### src/rtl/nf10_axis_memcached_bufctrl.sv
// rtl/nf10_axis_memcached_bufctrl.sv - fill/drain sequencer for the memcached client stream buffer
module nf10_axis_memcached_bufctrl #(
    parameter int WC_MAX   = 190,
    parameter int WC_WIDTH = 8
) (
    input  logic                ACLK,
    input  logic                RESET,
    input  logic [31:0]         fill_data,
    input  logic                fill_valid,
    input  logic                fill_last,
    output logic                fill_ready,
    output logic [WC_WIDTH:0]   buf_wr32_addr,
    output logic [31:0]         buf_wr32_data,
    output logic                buf_wr32_en,
    output logic [WC_WIDTH-1:0] buf_rd64_addr,
    input  logic [63:0]         buf_rd64_data,
    output logic [63:0]         M_AXIS_TDATA,
    output logic [7:0]          M_AXIS_TKEEP,
    output logic                M_AXIS_TVALID,
    input  logic                M_AXIS_TREADY,
    output logic                M_AXIS_TLAST,
    output logic                err_overflow
);

    localparam logic [WC_WIDTH:0] WORDS_MAX = (WC_WIDTH + 1)'(2 * WC_MAX);
    localparam logic [WC_WIDTH:0] ONE       = (WC_WIDTH + 1)'(1);

    typedef enum logic [1:0] {S_FILL, S_PRIME, S_DRAIN} state_t;

    state_t            state, state_nxt;
    logic [WC_WIDTH:0] wcount, nwords, out_idx, nbeats;
    logic              fill_acc, beat_acc, is_last, full;

    assign full     = (wcount == WORDS_MAX);
    assign nbeats   = (nwords + ONE) >> 1;
    assign is_last  = (out_idx == nbeats - ONE);
    assign fill_acc = fill_valid & fill_ready;
    assign beat_acc = M_AXIS_TVALID & M_AXIS_TREADY;

    always_ff @(posedge ACLK) begin
        if (RESET) state <= S_FILL;
        else       state <= state_nxt;
    end

    always_comb begin
        state_nxt = state;
        case (state)
            S_FILL:  if (fill_acc && fill_last) state_nxt = S_PRIME;
            S_PRIME: state_nxt = S_DRAIN;
            S_DRAIN: if (beat_acc && is_last) state_nxt = S_FILL;
            default: state_nxt = S_FILL;
        endcase
    end

    // Words beyond capacity are still accepted so the packet framing stays intact.
    always_ff @(posedge ACLK) begin
        if (RESET) begin
            wcount  <= '0;
            nwords  <= '0;
            out_idx <= '0;
        end else begin
            case (state)
                S_FILL: if (fill_acc) begin
                    if (!full) wcount <= wcount + ONE;
                    if (fill_last) nwords <= full ? WORDS_MAX : wcount + ONE;
                end
                S_PRIME: out_idx <= '0;
                S_DRAIN: if (beat_acc) begin
                    if (is_last) begin
                        out_idx <= '0;
                        wcount  <= '0;
                    end else begin
                        out_idx <= out_idx + ONE;
                    end
                end
                default: ;
            endcase
        end
    end

    // The buffer registers its read address, so advance it only when the current beat is consumed.
    always_comb begin
        fill_ready    = 1'b0;
        buf_wr32_en   = 1'b0;
        buf_wr32_addr = wcount;
        buf_wr32_data = fill_data;
        err_overflow  = 1'b0;
        buf_rd64_addr = '0;
        M_AXIS_TDATA  = buf_rd64_data;
        M_AXIS_TVALID = 1'b0;
        M_AXIS_TLAST  = 1'b0;
        M_AXIS_TKEEP  = 8'h00;
        if (!RESET) begin
            case (state)
                S_FILL: begin
                    fill_ready   = 1'b1;
                    buf_wr32_en  = fill_valid & ~full;
                    err_overflow = fill_valid & full;
                end
                S_DRAIN: begin
                    M_AXIS_TVALID = 1'b1;
                    M_AXIS_TLAST  = is_last;
                    M_AXIS_TKEEP  = (is_last && nwords[0]) ? 8'h0F : 8'hFF;
                    buf_rd64_addr = (M_AXIS_TREADY && !is_last)
                                  ? out_idx[WC_WIDTH-1:0] + WC_WIDTH'(1)
                                  : out_idx[WC_WIDTH-1:0];
                end
                default: ;
            endcase
        end
    end

endmodule

### config.mk
export PLATFORM = sky130hd
export DESIGN_NAME = nf10_axis_memcached_bufctrl
export DESIGN_NICKNAME = d
export VERILOG_FILES = /design/src/rtl/nf10_axis_memcached_bufctrl.sv
export SDC_FILE = /design/constraint.sdc
export NUM_CORES = 1
export LEC_CHECK = 0
export ABC_AREA = 1
export BUFFER_PORTS_ARGS = -buffer_cell sky130_fd_sc_hd__buf_2
export CAP_MARGIN = 20
export CORE_MARGIN = 1.5
export CORE_UTILIZATION = 36
export CTS_BUF_LIST = sky130_fd_sc_hd__clkbuf_16
export CTS_CLUSTER_SIZE = 8
export DETAILED_ROUTE_END_ITERATION = 10
export PLACE_DENSITY = 0.84
export SLEW_MARGIN = 40
export SYNTH_ARGS = -nofsm -noshare
export SYNTH_HDL_FRONTEND = slang
export SYNTH_SLANG_ARGS = --single-unit
### constraint.sdc
create_clock -name ACLK -period 3.4 [get_ports ACLK]
set_clock_uncertainty 0.2 [all_clocks]
set_input_delay 1.02 -clock ACLK [delete_from_list [all_inputs] [get_ports ACLK]]
set_output_delay 1.02 -clock ACLK [all_outputs]
set_load 0.01 [all_outputs]
# After elaboration in Yosys (flattened, before gate mapping)
# Cells that the tools add are included.
dict set report totals {
  register_bits 29
  in_bits 101
  output_inout_bits 126
  word_cells 64
}
dict set report classes {
  addsub 5
  n_eq_ne 10
  mux 28
  n_bitwise 5
  n_reduce_logical 12
}
# cell n
set ops {}
lappend ops {{$mux 9} 7}
lappend ops {{$mux 8} 6}
lappend ops {{$pmux 9 s2} 2}
lappend ops {{$add 9x1->9 const B} 3}
lappend ops {{$ne 2x2->1 const B} 6}
lappend ops {{$mux 1} 10}
lappend ops {{$eq 9x9->1} 1}
lappend ops {{$eq 9x9->1 const B} 1}
lappend ops {{$sub 8x1->9 const B} 1}
lappend ops {{$add 8x1->8 const B} 1}
lappend ops {{$pmux 2 s3} 1}
lappend ops {{$reduce_and 5->1} 1}
lappend ops {{$and 1x1->1} 4}
lappend ops {{$logic_and 1x1->1} 4}
lappend ops {{$mux 2} 2}
lappend ops {{$reduce_and 2->1} 2}
lappend ops {{$reduce_bool 2->1} 2}
lappend ops {{$reduce_and 3->1} 1}
lappend ops {{$eq 2x1->1 const B} 1}
lappend ops {{$eq 2x2->1 const B} 1}
lappend ops {{$logic_not 2->1} 1}
lappend ops {{$logic_not 1->1} 1}
lappend ops {{$not 1->1} 1}

# Longest topological paths before layout
# Gate-level depths: netlist (run 1).
dict set report logic_depth {
  ltp_word 8
  mapped_depth 19
  depth_no_buf 18
}

# Worst setup path before layout (run 1)
# No wires, ideal clock.
dict set report synth_timing {
  kind {input-to-output}
  start {input RESET}
  end {output buf_rd64_addr[2]}
  arrival_ps 2230
  required_time_ps 2180
  setup_slack_ps -50
  path_stages 5
  n_path_buf 0
  cell_sequence {nor2_1 nand2_1 clkinv_1 nor2_1 o21ai_0}
}
dict set report synth_between {
  elab_chain_len 1
}
# element line_no
set synth_lines {}
lappend synth_lines {{start: declaration} 7} ;# input logic RESET,
lappend synth_lines {{$mux 8} 93} ;# if (!RESET) begin
lappend synth_lines {{end: declaration} 15} ;# output logic [WC_WIDTH-1:0] buf_rd64_addr,
# No other way between the ends.

# Worst setup path in the final report (run 1)
dict set report layout_timing {
  start {register nwords[0]}
  end {output M_AXIS_TKEEP[7]}
}
dict set report layout_between {
  elab_chain_len 7
}
# element line_no
set layout_lines {}
lappend layout_lines {{start: declaration} 31} ;# logic [WC_WIDTH:0] wcount, nwords, out_idx, nbeats;
lappend layout_lines {{start signal: assignment} 65} ;# if (fill_last) nwords <= full ? WORDS_MAX : wcount + ONE;
lappend layout_lines {{$add 9x1->9} 35} ;# assign nbeats = (nwords + ONE) >> 1;
lappend layout_lines {{$sub 8x1->9} 36} ;# assign is_last = (out_idx == nbeats - ONE);
lappend layout_lines {{$eq 9x9->1} 36}
lappend layout_lines {{$logic_and 1x1->1 (*)} 103} ;# M_AXIS_TKEEP = (is_last && nwords[0]) ? 8'h0F : 8'hFF;
lappend layout_lines {{$mux 8 (*)} 103}
lappend layout_lines {{$mux 8 (*)} 94} ;# case (state)
lappend layout_lines {{$mux 8 (*)} 93}
lappend layout_lines {{end: declaration} 18} ;# output logic [7:0] M_AXIS_TKEEP,
# Mark *: on every way between the ends. The rest lies on a longest branch, timed or not.

==> summary.md, run 1 <==
| Metric | Value |
|---|---|
| Status | finished with violations |
| Failing checks | negative setup slack |
| Min Tclk post-route | 3804 ps |
| DR vias/cell | 5.328 |
| First-pass GRT wire length | 11.14 mm |
| CP max stage delay | 330 ps |
| Largest cells by area after synthesis | buf_4 27%, dfxtp_1 20%, nand2_1 13% |
| Rel. slew slack | 58.26% |
| Post-DRT Antenna Nets | 0 |
| Grt ovf | 0 |
| Design Area, Final | 3073 sq um |
| Max Freq | 262.9 MHz |
| Critical Path Fanout Max | 4 |
| RSZ-0062 raised after global routing | true |
| Core Box Area | 7727 sq um |
| Fraction of layout cells with a size suffix above 1 | 36.61% |
| Die height | 92.16 um |
| Synth Flop Type | dfxtp_1 |
| Setup ws final | -404.2 ps |
| Wire per inst | 15.12 um |
| Hold_buf cts | 0 |
| Hpwl dp | 5.145 mm |
| Worst hold margin | 311.2 ps |
| CP top delay family | simple AND/OR/NAND/NOR gates |
| Clock latency on the worst-skew pair | 280 ps |
| CP Launch Type | register |
| Largest net degree at the start of global routing | 14 |
| TritonCTS Buffers | 5 |
| Crit-path cells | ha_4 > inv_2 > buf_4 > nand2_2 > nor2_4 > nand2_1 > nand3_1 > nand2_2 > nor2_1 > nand2_1 > nor2_4 > nand2_4 > buf_6 > o21ai_4 > inv_4 > buf_6 |
| Most frequent cells in the layout | 77 x nand2_1, 35 x inv_1, 33 x nor2_1, 31 x buf_4, 30 x buf_2 |
| Arr. time, crit path | 2580 ps |
| Min-delay src | out_idx[8]$_SDFFE_PP0P_ |
| Avg Inst Size Synth | 6.503 sq um |
| Syn Std Cell Area | 2861 sq um |
| Starting Density | 37.03% |
| Leak pwr | 0.001355 uW |
| Ports | 227 |
| WP data required | 2180 ps |
| Max Cap Violations | 0 |
| Total Wirelength | 7.694 mm |
| Crit path from | nwords[0]$_SDFFE_PP0P_ |
| Seq/Total Area, Yosys | 20.29% |
| Post-synthesis cell count | 440 |
| Total iterations of the first detailed-routing run | 5 |
| Yosys cell types | 30 |
| P per Cell Area | 363.4 nW/um^2 |
| DRC Markers | 0 |
| Synthesis Warnings | 0 |
| Setup TNS Final | -4675 ps |
| Max VDD drop | 0.0004315 V |
| Fin crit share | 111.9% |
| Total GRT Usage | 16.33% |
| Die width | 92.16 um |
| Die area | 8493 sq um |
| Post-synth EDFFs | 0 |
| Initial DRC Count | 212 |
| Area of the multi-input gates | 1588 sq um |
| CTS Buffer Depth | 2 |
| Slowest cell on crit path | dfxtp_2 |
| Sink Count | 29 |
| FF/Latch Area | 584.3 sq um |
| Most common cell after layout, fill and taps aside | nand2_1 |
| Hold WC Path Type | reg -> reg |
| Via count | 2712 |
| Initial antenna violation count | 0 |
| Final nets | 512 |
| Row cnt | 32 |
| Crit. End Element | output pin |
| Area growth syn-to-layout | 7.390% |
| WS Path Type | reg -> out |
| Area leader, netlist | buf_4 |
| Setup Viol. Count Final | 13 |
| CTS tree | built |
| Synthesized net count | 546 |
| Root buf cell | clkbuf_16 |
| #FFs+latches synth | 29 |
| Critical R2R Launch | nwords[0]$_SDFFE_PP0P_ |
| Tightest Pin Transition | 620.4 ps |
| Pins Over Slew Limit | 0 |
| Placed cell area | 2556 sq um |
| Vias in the first global route | 2495 |
| Design Power | 1117 uW |
| Final Hold Vio Count | 0 |
| H-tree levels | 2 |
| WP buf/inv | 5 |
| # port buffers | 34 |
| Final GP Congestion | 0.9101 |
| Asr flop ratio synth | 0% |
| Synth top area share | 27.28% |
| Fill count | 712 |
| # diodes | 0 |
| Clock Pin Slew Worst Setup and Hold Paths | 50 ps |
-- worst reg2reg max path, cell delays in order (launching register included) --
cell	delay (ps)
dfxtp_2	330
ha_4	240
inv_2	80
buf_4	120
nand2_2	70
nor2_4	160
nand2_1	110
nand3_1	150
nand2_2	90
nor2_1	90
nand2_1	110
nor2_4	170
buf_4	130
nand3_2	140
nand2_2	260
nand2_1	100
nand2_1	70
nor2_1	40
-- worst paths after layout --
path | cells after the start | endpoint | slack, ps
hold reg to reg | 2 | out_idx[8]$_SDFFE_PP0P_ | 310
setup reg to reg | 17 | buf_wr32_addr[5]$_SDFFE_PP0P_ | 640
setup / recovery | 16 | M_AXIS_TKEEP[7] | -400
hold / removal | 2 | out_idx[8]$_SDFFE_PP0P_ | 310
-- report_power, final --
group	switching (uW)	internal, uW
Clock	159	342
Combinational	142	102
Sequential	17.7	354
-- Yosys cell counts (5+ instances only) --
master / instances
a21oi_1: 20
nor2_4: 5
ha_1: 5
nand2_1: 100
nor2_1: 36
nand3_1: 31
buf_4: 104
dfxtp_1: 29
o21ai_0: 14
or2_2: 5
xor2_1: 10
inv_1: 39
nand4_1: 8
nand2_2: 5
-- layout make-up --
type	instances	share of cell area, %
multi-input combinational	262	51.67
sequential	29	19.01
timing repair buffer	67	14.66
inverter	41	5.090
tap	102	4.153
clock buffer	5	4.072
clock inverter	3	1.344
-- sequential cells by signal (all words and copies together), names as in the netlist --
name           flops
buf_wr32_addr      9
nwords             9
out_idx            9
state              2
-- stage by stage --
| stage | setup WS [ps] | cells | utilization, % |
|---|---|---|---|
| finish | -404.2 | 509 | 39.77 |
| global route | -451.2 | 509 | 39.77 |
| CTS | -268.2 | 505 | 37.39 |
| detailed placement | -177.7 | 494 | 33.08 |
| global placement | -94.12 | 494 | 33.08 |
| floorplan | 3.129 | 440 | - |
-- layer usage --
layer | global-route usage [%] | up-vias | wire length, um
met1 | 16.20 | 1235 | 2707
met5 | 0 | - | 0
met2 | 29.01 | 182 | 3824
met4 | 11.41 | 0 | 486
li1 | - | 1236 | -
met3 | 4.809 | 59 | 676
-- repair_timing --
action | CTS | global route
resized for setup | 43 | 40
setup buffers | 3 | 4
setup endpoints to repair | 13 | 14
pin swaps | 12 | 26
hold endpoints to repair | 0 | 0
-- kinds of logic after synthesis --
kind of cell               synth area share [%]
DFF                                       20.29
buffers and inverters                     33.45
adders and majority gates                 2.186
and+or+nand+nor                           31.88
xor gates and xnor gates                  3.673
AOI/OAI and AO/OA                         8.527
No activity file was read; power rests on OpenSTA's default activity.
==> run 2: changes to the inputs <==
Settings changed: CORE_MARGIN 1.5 to 2, PLACE_DENSITY 0.84 to default, PLACE_DENSITY_LB_ADDON from default to 0.08.
==> summary.md, run 2 (synthesis gave the netlist of run 1 again) <==
| Metric | Value |
|---|---|
| Sink Count | 29 |
| Rel. slew slack | 59.44% |
| Arr. time, crit path | 2440 ps |
| Pins Over Slew Limit | 0 |
| Core Box Area | 7727 sq um |
| Slowest cell on crit path | dfxtp_2 |
| Failing checks | negative setup slack |
| Crit-path cells | ha_4 > buf_6 > nand3_4 > nand2_2 > nand2_4 > buf_6 > nor2_4 > nand2_2 > nand2_1 > nand3_2 > nand2_2 > nor2_4 > nand2_4 > buf_6 > nand3_4 > o21ai_2 > buf_2 |
| Reg-to-Reg End | buf_wr32_addr[8]$_SDFFE_PP0P_ |
| Clock Pin Slew Worst Setup and Hold Paths | 50 ps |
| Setup ws final | -256.9 ps |
| Ports | 227 |
| Largest net degree at the start of global routing | 20 |
| Hold Path Sink | out_idx[7]$_SDFFE_PP0P_ |
| Vias in the first global route | 2431 |
| First-pass GRT wire length | 12.25 mm |
| CP top delay family | simple AND/OR/NAND/NOR gates |
| Design Area, Final | 3191 sq um |
| WS Path Type | reg -> out |
| Row cnt | 32 |
| Area growth syn-to-layout | 11.50% |
| CP max stage delay | 350 ps |
| Fin crit share | 107.6% |
| Worst reg2reg setup slack | 780 ps |
| Initial DRC Count | 75 |
| Root buf cell | clkbuf_16 |
| Grt ovf | 0 |
| Final nets | 522 |
| Tightest Pin Transition | 602.8 ps |
| WP buf/inv | 4 |
| Final Hold Vio Count | 0 |
| Min Tclk post-route | 3657 ps |
| Most common cell after layout, fill and taps aside | nand2_1 |
| Wire per inst | 15.02 um |
| Placed cell area | 2631 sq um |
| Die area | 8678 sq um |
| CP Launch Type | register |
| Max Freq | 273.5 MHz |
| CTS tree | built |
| Min-delay src | out_idx[7]$_SDFFE_PP0P_ |
| Die height | 93.16 um |
| Initial antenna violation count | 0 |
| # diodes | 0 |
| Setup TNS Final | -2620 ps |
| Setup Viol. Count Final | 13 |
| DRC Markers | 0 |
| Clock latency on the worst-skew pair | 280 ps |
| Die width | 93.16 um |
| Critical Path Fanout Max | 6 |
| Starting Density | 37.03% |
| P per Cell Area | 352.9 nW/um^2 |
| Crit. End Element | output pin |
| Hpwl dp | 6.108 mm |
| Most frequent cells in the layout | 78 x nand2_1, 38 x buf_4, 33 x inv_1, 31 x nor2_1, 30 x buf_2 |
| R2R depth | 17 |
| Total GRT Usage | 18.09% |
| Post-DRT Antenna Nets | 0 |
| Leak pwr | 0.001430 uW |
| RSZ-0062 raised after global routing | true |
| Fraction of layout cells with a size suffix above 1 | 40.53% |
| Max Cap Violations | 0 |
| # port buffers | 34 |
| CTS Buffer Depth | 2 |
| Total iterations of the first detailed-routing run | 4 |
| Final GP Congestion | 0.7729 |
| WP data required | 2180 ps |
| TritonCTS Buffers | 5 |
| Via count | 2481 |
| Total Wirelength | 7.793 mm |
| DR vias/cell | 4.780 |
| Max VDD drop | 0.0001860 V |
| H-tree levels | 2 |
| Critical R2R Launch | nwords[0]$_SDFFE_PP0P_ |
| Status | finished with violations |
| Hold Crit Depth | 2 |
| Hold WC Path Type | reg -> reg |
==> run 2: cell count changes in the layout (fill, tap and decap cells not counted), moves of 3 or more <==
cell	previous run	this run
buf_4	31	38
buf_6	6	9
inv_2	3	6
nand3_1	22	17
nand3_2	9	13
==> run 2: worst max-delay path by stage <==
stage                                      start                to  slack [ps]  cells after the start
after floorplan           nwords[1]$_SDFFE_PP0P_   M_AXIS_TKEEP[5]           3                     14
after global placement    nwords[1]$_SDFFE_PP0P_  buf_rd64_addr[5]        -150                     14
after detailed placement  nwords[1]$_SDFFE_PP0P_  buf_rd64_addr[6]        -160                     14
after CTS                 nwords[1]$_SDFFE_PP0P_   M_AXIS_TKEEP[5]        -260                     16
after global routing      nwords[0]$_SDFFE_PP0P_  buf_rd64_addr[0]        -410                     16
final                     nwords[0]$_SDFFE_PP0P_  buf_rd64_addr[2]        -260                     17
==> run 2: timing repair <==
action,CTS,global route
pin swaps,14,29
hold buffers,0,0
setup buffers,3,5
gates resized for setup,28,65
setup endpoints to repair,13,13
endpoints found under the hold margin,0,0
==> run 2: where the power goes <==
part	internal, uW	total, uW	switching [uW]	leakage [uW]
clock network	343	507	164	0.0000775
registers	354	373	19.4	0.000238
logic	106	246	140	0.00111
total	803	1130	323	0.00143
==> run 2: through the flow <==
step | instances | setup slack [ps] | hold WS (ps) | power (uW) | utilization (%)
floorplan | 440 | 3.129 | 258.4 | 616.2 | -
global placement | 504 | -147.3 | 304.7 | 579.4 | 34.05
detailed placement | 504 | -159.8 | 300.9 | 577.3 | 34.05
CTS | 515 | -258.6 | 312.3 | 1104 | 37.56
global route | 519 | -406.7 | 346.1 | 1181 | 41.29
finish | 519 | -256.9 | 311.9 | 1126 | 41.29
==> run 2: layer usage <==
layer	track usage, %	up-vias	share of wire [%]
met2	29.59	93	46
met5	3.846	-	0.53
met4	7.721	2	3.1
met3	6.124	30	7.4
met1	21.29	1101	43
li1	-	1255	-
==> run 2: cell type report <==
class / count / area [sq um]
Clock buffer: 5 / 125.1
Clock inverter: 3 / 41.29
Fill cell: 835 / 4537
Inverter: 41 / 153.9
Multi-Input combinational cell: 262 / 1619
Sequential cell: 29 / 586.8
Tap cell: 102 / 127.6
Timing Repair Buffer: 77 / 536.8
==> run 2: tightest hold or removal path, stage by stage, from the launching register on <==
cell     delay (ps)
dfxtp_1         340
nand2_1          70
a21oi_1          50
==> run 3: changes to the inputs <==
Settings changed: RECOVER_POWER from default to 100.
==> summary.md, run 3 (synthesis gave the netlist of run 1 again) <==
| Metric | Value |
|---|---|
| Status | finished with violations |
| Critical Path Fanout Max | 6 |
| Net Sw Frac | 28.81% |
| Min Tclk post-route | 3656 ps |
| Initial DRC Count | 73 |
| TritonCTS Buffers | 5 |
| H-tree levels | 2 |
| Crit. End Element | output pin |
| Max Freq | 273.5 MHz |
| CTS Buffer Depth | 2 |
| Die width | 93.16 um |
| Ports | 227 |
| Largest net degree at the start of global routing | 20 |
| Tightest Pin Transition | 602.9 ps |
| Max VDD drop | 0.0001850 V |
| Share of power burned in registers | 33.3% |
| Wire per inst | 15.02 um |
| Initial antenna violation count | 0 |
| Grt ovf | 0 |
| Sink Count | 29 |
| Die height | 93.16 um |
| Vias in the first global route | 2431 |
| Fraction of layout cells with a size suffix above 1 | 37.17% |
| DRC Markers | 0 |
| Final Hold Vio Count | 0 |
| CTS tree | built |
| Die area | 8678 sq um |
| Total iterations of the first detailed-routing run | 4 |
| P per Cell Area | 354.6 nW/um^2 |
| Clock Pin Slew Worst Setup and Hold Paths | 50 ps |
| WS Path Type | reg -> out |
| # port buffers | 34 |
| Place WS | -159.8 ps |
| Final Util | 40.93% |
| Arr. time, crit path | 2440 ps |
| Post-DRT Antenna Nets | 0 |
| CP Launch Type | register |
| Fin crit share | 107.5% |
| Max Cap Violations | 0 |
| Most frequent cells in the layout | 78 x nand2_1, 34 x buf_4, 33 x inv_1, 31 x nor2_1, 24 x dfxtp_1 |
| Via count | 2478 |
| Rel. slew slack | 59.44% |
| Total Wirelength | 7.796 mm |
| Pins Over Slew Limit | 0 |
| Most common cell after layout, fill and taps aside | nand2_1 |
| Area growth syn-to-layout | 10.54% |
| Fill count | 837 |
| Setup Viol. Count Final | 13 |
| WP data required | 2180 ps |
| Total GRT Usage | 18.09% |
| Setup ws final | -256.3 ps |
| Hold WC Path Type | reg -> reg |
| Final GP Congestion | 0.7729 |
| # diodes | 0 |
| Hold_buf cts | 0 |
| Internal Pwr Total | 798.6 uW |
| Final nets | 522 |
| Failing checks | negative setup slack |
| Comb pwr share | 21.6% |
| Switching pwr | 323.1 uW |
| Clock network power share | 45.1% |
| Leak pwr | 0.001377 uW |
| RSZ-0062 raised after global routing | true |
| Design Power | 1122 uW |
| Core Box Area | 7727 sq um |
| Hpwl dp | 6.108 mm |
| Clock latency on the worst-skew pair | 270 ps |
| DR vias/cell | 4.775 |
| Row cnt | 32 |
| Root buf cell | clkbuf_16 |
| First-pass GRT wire length | 12.25 mm |
| Starting Density | 37.03% |
==> run 3: cell count changes in the layout (fill, tap and decap cells not counted) <==
cell	previous run	this run
buf_2	30	20
clkbuf_1	0	14
buf_4	38	34
==> run 3: power groups by stage <==
stage / clock, uW / combinational [uW] / sequential [uW]
after floorplan: 0 / 239 / 377
after CTS: 522 / 211 / 372
after global routing: 533 / 268 / 376
after global placement: 0 / 201 / 378
final: 506 / 242 / 373
after detailed placement: 0 / 199 / 378
==> run 3: final timing paths <==
path                                         startpoint                            end  slack [ps]  cells after the start
worst max-delay path             nwords[0]$_SDFFE_PP0P_               buf_rd64_addr[2]        -260                     17
worst min-delay path            out_idx[7]$_SDFFE_PP0P_        out_idx[7]$_SDFFE_PP0P_         310                      2
worst max register to register   nwords[0]$_SDFFE_PP0P_  buf_wr32_addr[8]$_SDFFE_PP0P_         790                     17
worst min register to register  out_idx[7]$_SDFFE_PP0P_        out_idx[7]$_SDFFE_PP0P_         310                      2
==> run 3: critical path, cell delays in order (launching register included) <==
cell and delay, ps:
dfxtp_2 350, ha_4 170, buf_6 100, nand3_4 70
nand2_2 90, nand2_4 60, buf_6 120, nor2_4 210
nand2_2 90, nand2_1 90, nand3_2 80, nand2_2 90
nor2_4 40, nand2_4 90, buf_6 140, nand3_4 70
o21ai_2 140, buf_2 140
==> run 3: final cells by class <==
| cell class | count | area [sq um] | area share [%] |
|---|---|---|---|
| clock buffer | 5 | 125.1 | 3.956 |
| clock inverter | 3 | 41.29 | 1.305 |
| inverter | 41 | 153.9 | 4.866 |
| multi-input combinational | 262 | 1619 | 51.19 |
| sequential | 29 | 586.8 | 18.55 |
| tap | 102 | 127.6 | 4.035 |
| timing repair buffer | 77 | 509.2 | 16.10 |
==> run 3: per-stage QoR <==
step | cell area [sq um] | setup TNS, ps | std cells | hold WS (ps)
2_1_floorplan | 2867 | 0 | 440 | 258.4
3_3_place_gp | 2631 | -1687 | 504 | 304.7
3_5_place_dp | 2631 | -1554 | 504 | 300.9
4_1_cts | 2903 | -3155 | 515 | 312.3
5_1_grt | 3163 | -4739 | 519 | 348.2
6_report | 3163 | -2617 | 519 | 314.2
==> run 3: metal layers <==
metal  part of all wire, %  GRT usage, %
met4                   3.1         7.721
met5                  0.53         3.846
met2                    46         29.59
met3                   7.3         6.124
met1                    43         21.29
==> run 3: repair_timing <==
| action | in CTS | in global routing |
|---|---|---|
| endpoints found under the setup margin | 13 | 13 |
| gates resized for setup | 28 | 65 |
| buffers inserted | 3 | 5 |
| pin swaps | 14 | 29 |
